### src/rtl/count_cycle_pkg.sv
// Shared types and helpers for the count-cycle framer/checker pair.
// The beat layout must stay in step with the framer side.
package count_cycle_pkg;

    localparam int CNT_WIDTH = 8;
    localparam int BEAT_DATA_WIDTH = 32;
    localparam logic [15:0] SAT16_MAX = 16'hFFFF;

    typedef enum logic {
        HUNT   = 1'b0,
        LOCKED = 1'b1
    } chk_state_t;

    typedef struct packed {
        logic                       final_cnt;
        logic [CNT_WIDTH-1:0]       count;
        logic [BEAT_DATA_WIDTH-1:0] data;
    } beat_t;

    function automatic logic [15:0] sat_inc16(input logic [15:0] value);
        return (value == SAT16_MAX) ? value : value + 16'd1;
    endfunction

    // The flag must mark exactly the limit count, and no count may exceed the limit.
    function automatic logic beat_consistent(input logic [CNT_WIDTH-1:0] count,
                                             input logic                 final_cnt,
                                             input logic [CNT_WIDTH-1:0] lim);
        return (final_cnt == (count == lim)) && (count <= lim);
    endfunction

endpackage

### src/rtl/axi_skid_buf.sv
// Two-entry output stage: an output register plus one skid register that
// absorbs the beat arriving in the cycle the downstream stalls.
module axi_skid_buf #(
    parameter int WIDTH = 33
) (
    input  logic             clk,
    input  logic             reset_n,
    input  logic             in_valid,
    input  logic [WIDTH-1:0] in_data,
    output logic             in_ready,
    output logic             out_valid,
    output logic [WIDTH-1:0] out_data,
    input  logic             out_ready
);

    logic             alive;
    logic             skid_valid;
    logic [WIDTH-1:0] skid_data;
    logic             out_load;

    // alive keeps ready low until the first edge after reset release.
    assign in_ready = alive && !skid_valid;
    assign out_load = !out_valid || out_ready;

    always_ff @(posedge clk or negedge reset_n) begin
        if (!reset_n) begin
            alive      <= 1'b0;
            out_valid  <= 1'b0;
            out_data   <= '0;
            skid_valid <= 1'b0;
            skid_data  <= '0;
        end else begin
            alive <= 1'b1;
            if (out_load) begin
                if (skid_valid) begin
                    out_valid  <= 1'b1;
                    out_data   <= skid_data;
                    skid_valid <= 1'b0;
                end else begin
                    out_valid <= in_valid;
                    if (in_valid) begin
                        out_data <= in_data;
                    end
                end
            end else if (in_valid) begin
                skid_valid <= 1'b1;
                skid_data  <= in_data;
            end
        end
    end

endmodule

### src/rtl/count_check_cw8.sv
// Sequence checker for count-tagged streams: verifies 0..cnt_limit stepping,
// drops out-of-sequence beats until relock, and maps final_cnt onto tlast.
module count_check_cw8
    import count_cycle_pkg::*;
#(
    parameter int DATA_WIDTH = 32
) (
    input  logic                  clk,
    input  logic                  reset_n,
    input  logic                  s_axis_tvalid,
    input  logic [DATA_WIDTH-1:0] s_axis_tdata,
    input  logic [CNT_WIDTH-1:0]  s_axis_count,
    input  logic                  s_axis_final_cnt,
    output logic                  s_axis_tready,
    input  logic [CNT_WIDTH-1:0]  cnt_limit,
    output logic                  m_axis_tvalid,
    output logic [DATA_WIDTH-1:0] m_axis_tdata,
    output logic                  m_axis_tlast,
    input  logic                  m_axis_tready,
    output logic                  seq_err,
    output logic                  in_sync,
    output logic [15:0]           frame_cnt,
    output logic [15:0]           err_cnt
);

    chk_state_t           state, state_nxt;
    logic [CNT_WIDTH-1:0] expected, expected_nxt;
    logic [CNT_WIDTH-1:0] lim_d0;
    logic                 accept, consistent, hunt_ok, fwd, err;

    always_ff @(posedge clk) begin
        lim_d0 <= cnt_limit;
    end

    assign accept     = s_axis_tvalid && s_axis_tready;
    assign consistent = beat_consistent(s_axis_count, s_axis_final_cnt, lim_d0);
    assign hunt_ok    = consistent && (s_axis_count == '0);
    assign in_sync    = (state == LOCKED);

    always_comb begin
        state_nxt    = state;
        expected_nxt = expected;
        fwd          = 1'b0;
        err          = 1'b0;
        if (accept) begin
            if (state == LOCKED && consistent && s_axis_count == expected) begin
                fwd          = 1'b1;
                expected_nxt = s_axis_final_cnt ? '0 : s_axis_count + 8'd1;
            end else begin
                // A failing beat in LOCKED falls through to the HUNT rule in the same cycle.
                err       = (state == LOCKED);
                state_nxt = HUNT;
                if (hunt_ok) begin
                    fwd          = 1'b1;
                    state_nxt    = LOCKED;
                    expected_nxt = s_axis_final_cnt ? '0 : 8'd1;
                end
            end
        end
    end

    always_ff @(posedge clk or negedge reset_n) begin
        if (!reset_n) begin
            state     <= HUNT;
            expected  <= '0;
            seq_err   <= 1'b0;
            frame_cnt <= '0;
            err_cnt   <= '0;
        end else begin
            state    <= state_nxt;
            expected <= expected_nxt;
            seq_err  <= err;
            if (err) begin
                err_cnt <= sat_inc16(err_cnt);
            end
            if (fwd && s_axis_final_cnt) begin
                frame_cnt <= sat_inc16(frame_cnt);
            end
        end
    end

    axi_skid_buf #(
        .WIDTH(DATA_WIDTH + 1)
    ) u_skid (
        .clk      (clk),
        .reset_n  (reset_n),
        .in_valid (fwd),
        .in_data  ({s_axis_final_cnt, s_axis_tdata}),
        .in_ready (s_axis_tready),
        .out_valid(m_axis_tvalid),
        .out_data ({m_axis_tlast, m_axis_tdata}),
        .out_ready(m_axis_tready)
    );

endmodule
### config.mk
export PLATFORM = sky130hd
export DESIGN_NAME = count_check_cw8
export DESIGN_NICKNAME = d
export VERILOG_FILES = /design/src/rtl/count_cycle_pkg.sv /design/src/rtl/axi_skid_buf.sv /design/src/rtl/count_check_cw8.sv
export SDC_FILE = /design/constraint.sdc
export NUM_CORES = 1
export LEC_CHECK = 0
export BUFFER_PORTS_ARGS = -buffer_cell sky130_fd_sc_hd__buf_4
export CAP_MARGIN = 20
export CORE_MARGIN = 3
export CORE_UTILIZATION = 40
export DETAILED_ROUTE_END_ITERATION = 8
export PLACE_DENSITY = 0.67
export SYNTH_ARGS = -nofsm -noshare
export SYNTH_HDL_FRONTEND = slang
export SYNTH_SLANG_ARGS = --single-unit
### constraint.sdc
create_clock -name clk -period 2.3 [get_ports clk]
set_clock_uncertainty 0.05 [all_clocks]
set_input_delay 0.115 -clock clk [delete_from_list [all_inputs] [get_ports clk]]
set_output_delay 0.115 -clock clk [all_outputs]
set_load 0.1 [all_outputs]
==> impl_metrics.xml, run 1 <==
<?xml version="1.0" encoding="UTF-8"?>
<metrics>
  <group name="outcome">
    <metric name="result_of_the_run" unit="">complete, but fails checks</metric>
    <metric name="violations" unit="">setup timing</metric>
  </group>
  <group name="floorplan">
    <metric name="floorplan.initialDensity" unit="%">41.47</metric>
    <metric name="die_y" unit="um">123.9</metric>
    <metric name="placementRows" unit="">42</metric>
    <metric name="die_area" unit="um^2">15340</metric>
    <metric name="top_level_ports" unit="">122</metric>
    <metric name="core_area" unit="um^2">13400</metric>
    <metric name="floorplan.die.width" unit="um">123.9</metric>
  </group>
  <group name="timing">
    <metric name="setup_slack_after_layout" unit="ns">-0.04769</metric>
    <metric name="final.min_clock_period" unit="ns">2.348</metric>
    <metric name="worst_slew_margin_rel" unit="%">63.77</metric>
    <metric name="report.final.slew_viol_count" unit="">0</metric>
    <metric name="layout_worst_path_cycle_share" unit="%">102.1</metric>
    <metric name="finalSetupViolCount" unit="">44</metric>
    <metric name="report.final.hold_viol_count" unit="">0</metric>
    <metric name="timing.fmax" unit="MHz">426.0</metric>
    <metric name="worst_pin_slew" unit="ns">0.5435</metric>
    <metric name="grt_setup_unrepaired" unit="">true</metric>
  </group>
  <group name="critical_path">
    <metric name="cp_cell_sequence" unit="">ha_4 -&gt; nand2b_4 -&gt; a2111oi_4 -&gt; o311ai_4 -&gt; a22oi_2 -&gt; nand2b_4 -&gt; clkbuf_16 -&gt; mux2_4</metric>
    <metric name="buf_inv_on_cp" unit="">1</metric>
    <metric name="cpPeakStageDelay" unit="ns">0.38</metric>
    <metric name="critPathKind" unit="">reg -&gt; reg</metric>
    <metric name="crit_arrival" unit="ns">2.59</metric>
    <metric name="cpLargestDelayFamily" unit="">compound AO/OA/AOI/OAI gates</metric>
    <metric name="path_common_cell" unit="">nand2b_4</metric>
    <metric name="end_kind" unit="">flip-flop</metric>
    <metric name="critPathSlowestCell" unit="">a2111oi_4</metric>
    <metric name="setup.worst_path.start_class" unit="">flip-flop</metric>
    <metric name="worst_ep_required_time" unit="ns">2.54</metric>
    <metric name="worstPathMaxFanout" unit="">8</metric>
  </group>
  <group name="logic_synthesis">
    <metric name="synth-compound-area-share" unit="%">13.17</metric>
    <metric name="synth_enable_flop_cells" unit="">0</metric>
    <metric name="synth-simple-area-share" unit="%">11.69</metric>
    <metric name="postSynth.topFlopCell" unit="">dfrtp_1</metric>
    <metric name="dominant_combinational_cell_family_by_area_after_synthesis" unit="">compound AO/OA/AOI/OAI gates</metric>
    <metric name="number_of_nets_in_the_synthesized_netlist" unit="">519</metric>
    <metric name="synth.cell_area" unit="um^2">5557</metric>
    <metric name="ys_seq_area_share" unit="%">52.87</metric>
    <metric name="netlist_instances" unit="">454</metric>
    <metric name="muxShareOfSynthArea" unit="%">9.120</metric>
    <metric name="synth_area_per_cell" unit="um^2">12.24</metric>
    <metric name="post_synth_xor_area_fraction" unit="%">6.935</metric>
    <metric name="synth.lib_cells_used.distinct" unit="">50</metric>
    <metric name="post_synth_fa_ha_maj_area_fraction" unit="%">2.702</metric>
    <metric name="synth-seq-cells" unit="">119</metric>
    <metric name="ys.warnings.count" unit="">0</metric>
    <metric name="share_of_flip_flops_with_an_asynchronous_set_or_reset" unit="%">93.28</metric>
  </group>
  <group name="clocking">
    <metric name="clkTransAtPathRegs" unit="ns">0.05</metric>
    <metric name="cts_tree" unit="">done</metric>
    <metric name="cts_num_sinks" unit="">119</metric>
    <metric name="clk_path_buf_depth" unit="">2</metric>
    <metric name="cts_made_buffers" unit="">17</metric>
    <metric name="worst_skew_pair_latency" unit="ns">0.42</metric>
    <metric name="clock_tree.root_cell" unit="">clkbuf_16</metric>
    <metric name="number_of_h_tree_levels" unit="">4</metric>
  </group>
  <group name="finish">
    <metric name="multiInputGateArea" unit="um^2">2778</metric>
    <metric name="areaGrowthSynthToFinish" unit="%">50.73</metric>
    <metric name="final_core_util" unit="%">62.50</metric>
    <metric name="design.final.nets" unit="">724</metric>
    <metric name="layoutNonFillerInstCount" unit="">848</metric>
    <metric name="drive_gt1_share" unit="%">46.58</metric>
    <metric name="layout_common_cells" unit="">buf_4, dfrtp_1, dlygate4sd3_1</metric>
    <metric name="ff_latch_area" unit="um^2">2978</metric>
    <metric name="insertedDiodeCount" unit="">0</metric>
    <metric name="number_of_fillers_in_the_final_layout" unit="">1009</metric>
    <metric name="layout.cells.most_common" unit="">buf_4</metric>
  </group>
  <group name="pwr">
    <metric name="power.static_leakage" unit="nW">4.125</metric>
    <metric name="vdd.ir_drop.worst" unit="V">0.0004983</metric>
    <metric name="power_density" unit="nW/um^2">607.4</metric>
  </group>
  <group name="grt">
    <metric name="global_route_wire_length_before_repair" unit="mm">23.30</metric>
    <metric name="globalRouteTotalUtil" unit="%">19.80</metric>
    <metric name="grt_start_max_net_pins" unit="">52</metric>
    <metric name="initial_antenna_violation_count" unit="">0</metric>
    <metric name="global_route.overflow_total" unit="">0</metric>
    <metric name="grt_pass1_vias" unit="">4610</metric>
  </group>
  <group name="hold_path">
    <metric name="min_path_type" unit="">in -&gt; reg</metric>
  </group>
  <group name="detailed_routing">
    <metric name="wl_per_cell" unit="um">17.70</metric>
    <metric name="postRouteWirelength" unit="mm">15.01</metric>
    <metric name="routedLengthMet1" unit="mm">6.719</metric>
    <metric name="drt_pre_antenna_iters" unit="">4</metric>
    <metric name="top_layer_used" unit="">met4</metric>
    <metric name="drt_drc_violations_left" unit="">0</metric>
    <metric name="drt-vias-per-instance" unit="">5.287</metric>
    <metric name="met2_routed_length" unit="mm">7.350</metric>
    <metric name="violation_count_after_the_first_detailed_route_iteration" unit="">314</metric>
    <metric name="route.vias.total" unit="">4483</metric>
    <metric name="antenna_violating_nets_post_route" unit="">0</metric>
    <metric name="routed-wl-met3" unit="um">799</metric>
  </group>
  <group name="job">
    <metric name="cap_viol_max_count" unit="">0</metric>
  </group>
  <group name="placement">
    <metric name="buffers_on_ports" unit="">121</metric>
    <metric name="gp_routability_congestion" unit="">0.8102</metric>
    <metric name="dp.cells" unit="">759</metric>
    <metric name="post_dp_hpwl" unit="mm">9.270</metric>
  </group>
</metrics>
[Yosys cell counts (3+ instances only)]
cell type,instances,area (um^2)
buf_2,3,15.01
o21ai_0,8,40.04
a2bb2oi_2,6,90.09
clkbuf_1,10,37.54
o21a_1,3,22.52
o22ai_1,33,206.5
buf_6,8,90.09
nand4_1,15,93.84
nor2_1,17,63.81
dfxtp_1,8,160.2
xnor2_1,23,201.4
dfrtp_1,111,2778
nor3_1,6,30.03
xor2_1,21,183.9
mux2_4,30,450.4
inv_1,10,37.54
and3_1,16,100.1
nor4_1,7,43.79
ha_1,12,150.1
a2bb2oi_1,27,236.5
nand3_1,18,90.09
nand2_1,26,97.59
mux2_2,4,45.04
[flip-flops by register name, indices dropped and copies added (netlist names), 8 cells and up]
register          flops
u_skid.out_data      33
err_cnt              16
u_skid.skid_data     33
expected              8
lim_d0                8
frame_cnt            16
[repair_timing]
action                                  CTS  global route
pin swaps                                 8             4
setup buffers                             7             7
endpoints found under the setup margin   79            96
hold endpoints to repair                184             0
gates cloned                              2             2
resized for setup                        20            44
hold buffers                             42             0
[power breakdown]
group,internal [mW],switching [mW],total [mW]
clock network,1.59,0.904,2.49
registers,2.11,0.0133,2.13
logic,0.213,0.253,0.466
[final timing paths]
check | startpoint | to | slack, ns | depth (start not counted)
worst max-delay path | lim_d0[0]$_DFF_P_ | u_skid.skid_data[11]$_DFFE_PN0P_ | -0.05 | 8
worst min-delay path | s_axis_count[3] | expected[3]$_DFFE_PN0P_ | 0.02 | 3
worst max register to register | lim_d0[0]$_DFF_P_ | u_skid.skid_data[11]$_DFFE_PN0P_ | -0.05 | 8
worst min register to register | frame_cnt[15]$_DFFE_PN0P_ | frame_cnt[15]$_DFFE_PN0P_ | 0.42 | 1
max in group asynchronous | reset_n | in_sync$_DFFE_PN0P_ | 1.51 | 3
min in group asynchronous | reset_n | u_skid.out_data[6]$_DFFE_PN0P_ | 0.09 | 2
[area by class of cell]
cell class	instances	area share, %
Clock buffer	24	5.871
Clock inverter	8	0.8515
Inverter	11	0.4930
Multi-Input combinational cell	302	33.16
Sequential cell	119	35.55
Tap cell	176	2.629
Timing Repair Buffer	208	21.44
[metrics by stage]
stage / setup TNS (ns) / setup slack (ns) / power, mW / cell area, um^2 / hold slack (ns)
CTS: 0 / 0.001634 / 5.124 / 8078 / 0.008580
floorplan: -1.614 / -0.05284 / 2.340 / 5654 / -0.2306
finish: -0.8408 / -0.04769 / 5.087 / 8376 / 0.02458
global route: -5.382 / -0.1698 / 5.277 / 8376 / 0.04549
detailed placement: -10.24 / -0.2245 / 2.535 / 6902 / -0.02117
global placement: -6.076 / -0.1166 / 2.527 / 6902 / -0.02637
[cell families after synthesis]
family / count (synthesis)
simple gates: 119
buf+inv: 34
flops: 119
xor+xnor: 44
compound gates: 90
other cells: 1
fa+ha+maj: 12
mux: 35
[worst register-to-register path, stage by stage, from the launching register on]
cell	delay, ns
dfxtp_2	0.34
ha_4	0.20
nand2b_4	0.14
a2111oi_4	0.38
o311ai_4	0.17
a22oi_2	0.28
nand2b_4	0.15
clkbuf_16	0.21
mux2_4	0.31
[per-layer routing]
layer | vias up | global-route usage (%)
met5 | - | 0
met4 | 0 | 6.990
li1 | 2085 | -
met2 | 145 | 31.97
met3 | 13 | 5.631
met1 | 2240 | 25.52
Power figures use the tool's default switching activity.
==> run 2, diff against run 1 <==
CORE_UTILIZATION = 25   (was 40)
PLACE_DENSITY = 0.47   (was 0.67)
==> run 2 against run 1 <==
The flow still finishes with violations (setup timing); sequential share of layout area fell by 2.0 points; design area rose by 5.8%; final cell count rose by 12%; critical path depth rose by 1; total power rose by 1.2%; non-clock buffer count rose by 5; fmax fell by 2.2%; wire length rose by 9.8%; worst hold slack improved by 0.021 ns; register-to-register slack got worse by 0.05 ns; worst setup slack got worse by 0.052 ns; sequential cell count did not move; largest cell class is now multi-input combinational cells; highest routed layer unchanged.
==> impl_metrics.xml, run 2 (synthesis results as in run 1) <==
<?xml version="1.0" encoding="UTF-8"?>
<metrics>
  <group name="critical_path">
    <metric name="worstReg2RegStart" unit="">lim_d0[0]$_DFF_P_</metric>
    <metric name="r2r-end" unit="">u_skid.out_data[8]$_DFFE_PN0P_</metric>
    <metric name="reg2regPathDepth" unit="">9</metric>
    <metric name="rrSetupSlack" unit="ns">-0.1</metric>
    <metric name="setup.worst_path.start_class" unit="">flip-flop</metric>
    <metric name="end_kind" unit="">flip-flop</metric>
    <metric name="critPathKind" unit="">reg -&gt; reg</metric>
    <metric name="worstPathMaxFanout" unit="">5</metric>
    <metric name="capture_point_of_the_critical_path" unit="">u_skid.out_data[8]$_DFFE_PN0P_</metric>
    <metric name="worst_ep_required_time" unit="ns">2.51</metric>
    <metric name="setup.worst_path.start" unit="">lim_d0[0]$_DFF_P_</metric>
    <metric name="crit_arrival" unit="ns">2.61</metric>
  </group>
  <group name="grt">
    <metric name="grt_pass1_vias" unit="">4829</metric>
    <metric name="grt_start_max_net_pins" unit="">49</metric>
    <metric name="initial_antenna_violation_count" unit="">0</metric>
    <metric name="global_route_wire_length_before_repair" unit="mm">26.08</metric>
    <metric name="globalRouteTotalUtil" unit="%">13.57</metric>
    <metric name="global_route.overflow_total" unit="">0</metric>
  </group>
  <group name="floorplan">
    <metric name="core_area" unit="um^2">21420</metric>
    <metric name="die_area" unit="um^2">24050</metric>
    <metric name="floorplan.die.width" unit="um">155.1</metric>
    <metric name="floorplan.initialDensity" unit="%">25.94</metric>
    <metric name="top_level_ports" unit="">122</metric>
    <metric name="placementRows" unit="">53</metric>
    <metric name="die_y" unit="um">155.1</metric>
  </group>
  <group name="timing">
    <metric name="report.final.hold_viol_count" unit="">0</metric>
    <metric name="setup_slack_after_layout" unit="ns">-0.09941</metric>
    <metric name="grt_setup_unrepaired" unit="">true</metric>
    <metric name="final.min_clock_period" unit="ns">2.399</metric>
    <metric name="final.hold.worst_slack" unit="ns">0.04589</metric>
    <metric name="timing.fmax" unit="MHz">416.8</metric>
    <metric name="worst_slew_margin_rel" unit="%">59.32</metric>
    <metric name="layout_worst_path_cycle_share" unit="%">104.3</metric>
    <metric name="worst_pin_slew" unit="ns">0.6102</metric>
    <metric name="finalSetupViolCount" unit="">70</metric>
    <metric name="report.final.slew_viol_count" unit="">0</metric>
  </group>
  <group name="finish">
    <metric name="design.final.nets" unit="">729</metric>
    <metric name="final_core_util" unit="%">41.39</metric>
    <metric name="insertedDiodeCount" unit="">0</metric>
    <metric name="layout_common_cells" unit="">buf_4, dfrtp_1, dlygate4sd3_1</metric>
    <metric name="final_cell_area" unit="um^2">8865</metric>
    <metric name="largest_registers" unit="">u_skid.out_data x33, u_skid.skid_data x33</metric>
    <metric name="drive_gt1_share" unit="%">51.92</metric>
    <metric name="layout.cells.most_common" unit="">buf_4</metric>
    <metric name="areaGrowthSynthToFinish" unit="%">59.54</metric>
  </group>
  <group name="pwr">
    <metric name="vdd.ir_drop.worst" unit="V">0.0003873</metric>
    <metric name="power.static_leakage" unit="nW">4.220</metric>
    <metric name="power_density" unit="nW/um^2">580.7</metric>
  </group>
  <group name="clocking">
    <metric name="clk_path_buf_depth" unit="">2</metric>
    <metric name="clock_tree.root_cell" unit="">clkbuf_16</metric>
    <metric name="number_of_h_tree_levels" unit="">4</metric>
    <metric name="cts_made_buffers" unit="">17</metric>
    <metric name="cts_tree" unit="">done</metric>
    <metric name="clkTransAtPathRegs" unit="ns">0.05</metric>
    <metric name="cts_num_sinks" unit="">119</metric>
    <metric name="worst_skew_pair_latency" unit="ns">0.41</metric>
  </group>
  <group name="hold_path">
    <metric name="min_path_type" unit="">in -&gt; reg</metric>
    <metric name="hold_path_depth" unit="">3</metric>
  </group>
  <group name="detailed_routing">
    <metric name="route.vias.total" unit="">4502</metric>
    <metric name="violation_count_after_the_first_detailed_route_iteration" unit="">185</metric>
    <metric name="postRouteWirelength" unit="mm">16.48</metric>
    <metric name="drt_drc_violations_left" unit="">0</metric>
    <metric name="wl_per_cell" unit="um">17.33</metric>
    <metric name="drt-vias-per-instance" unit="">4.734</metric>
    <metric name="drt_pre_antenna_iters" unit="">5</metric>
    <metric name="antenna_violating_nets_post_route" unit="">0</metric>
  </group>
  <group name="outcome">
    <metric name="result_of_the_run" unit="">complete, but fails checks</metric>
    <metric name="violations" unit="">setup timing</metric>
  </group>
  <group name="placement">
    <metric name="buffers_on_ports" unit="">121</metric>
    <metric name="post_dp_hpwl" unit="mm">10.55</metric>
    <metric name="detailed_place.area" unit="um^2">7086</metric>
    <metric name="gp_routability_congestion" unit="">0.7954</metric>
  </group>
  <group name="job">
    <metric name="cap_viol_max_count" unit="">0</metric>
  </group>
</metrics>
==> run 2: changes by cell type in the layout (fill, tap and decap cells not counted), sizes merged <==
| cell | before | now |
|---|---|---|
| clkbuf | 26 | 27 |
| clkinvlp | 1 | 4 |
| dlygate4sd3 | 42 | 41 |
| buf | 164 | 167 |
| clkinv | 7 | 4 |
| inv | 10 | 11 |
==> run 2: through the flow <==
| step | setup TNS (ns) | worst slack (ns) | total power, mW | cells |
|---|---|---|---|---|
| 2_1_floorplan | -1.614 | -0.05284 | 2.340 | 454 |
| 3_3_place_gp | -7.430 | -0.1498 | 2.542 | 861 |
| 3_5_place_dp | -8.477 | -0.1931 | 2.548 | 861 |
| 4_1_cts | -3.594 | -0.08886 | 5.218 | 939 |
| 5_1_grt | -10.45 | -0.1695 | 5.390 | 951 |
| 6_report | -4.283 | -0.09941 | 5.147 | 951 |
==> run 2: layout make-up <==
type | instances | area [um^2]
inverters | 11 | 41.29
fillers | 2014 | 12550
flip-flops and latches | 119 | 2977
well taps | 275 | 344.1
clock buffers | 22 | 474.2
multi-input cells | 302 | 3003
clock inverters | 9 | 95.09
repair buffers | 213 | 1931
==> run 2: worst max-delay path, cell delays in order (launching register included) <==
cell and delay, ns:
dfxtp_2 0.32, ha_4 0.21, nand2b_4 0.14, a2111oi_4 0.44
o311ai_4 0.18, a22o_4 0.32, buf_8 0.16, buf_12 0.13
o22ai_1 0.19, a2bb2oi_2 0.08
==> run 2: routing by layer <==
metal | vias to the layer above | GRT usage (%) | part of all wire, %
met4 | 0 | 3.911 | 0.66
met5 | - | 0 | 0
met1 | 2279 | 18.57 | 47
met3 | 6 | 3.644 | 6.1
li1 | 2092 | - | -
met2 | 125 | 21.16 | 46
==> run 2: how the worst min path moves through the flow <==
stage                                from                              to
after detailed placement          reset_n  u_skid.out_data[6]$_DFFE_PN0P_
after CTS                 s_axis_count[3]         expected[3]$_DFFE_PN0P_
after floorplan                   reset_n          err_cnt[0]$_DFFE_PN0P_
final                     s_axis_count[3]         expected[3]$_DFFE_PN0P_
after global routing      s_axis_count[3]         expected[3]$_DFFE_PN0P_
after global placement            reset_n  u_skid.out_data[6]$_DFFE_PN0P_
==> run 2: where the power goes <==
group | switching (mW) | internal (mW)
Combinational | 0.261 | 0.222
Clock | 0.964 | 1.57
Sequential | 0.0133 | 2.11
==> run 2: repair_timing <==
item	in CTS	in global routing
endpoints found under the setup margin	77	89
gates resized for setup	29	66
hold buffers	41	0
cloned	2	6
endpoints found under the hold margin	137	0
pin swaps	8	15
setup buffers	4	7
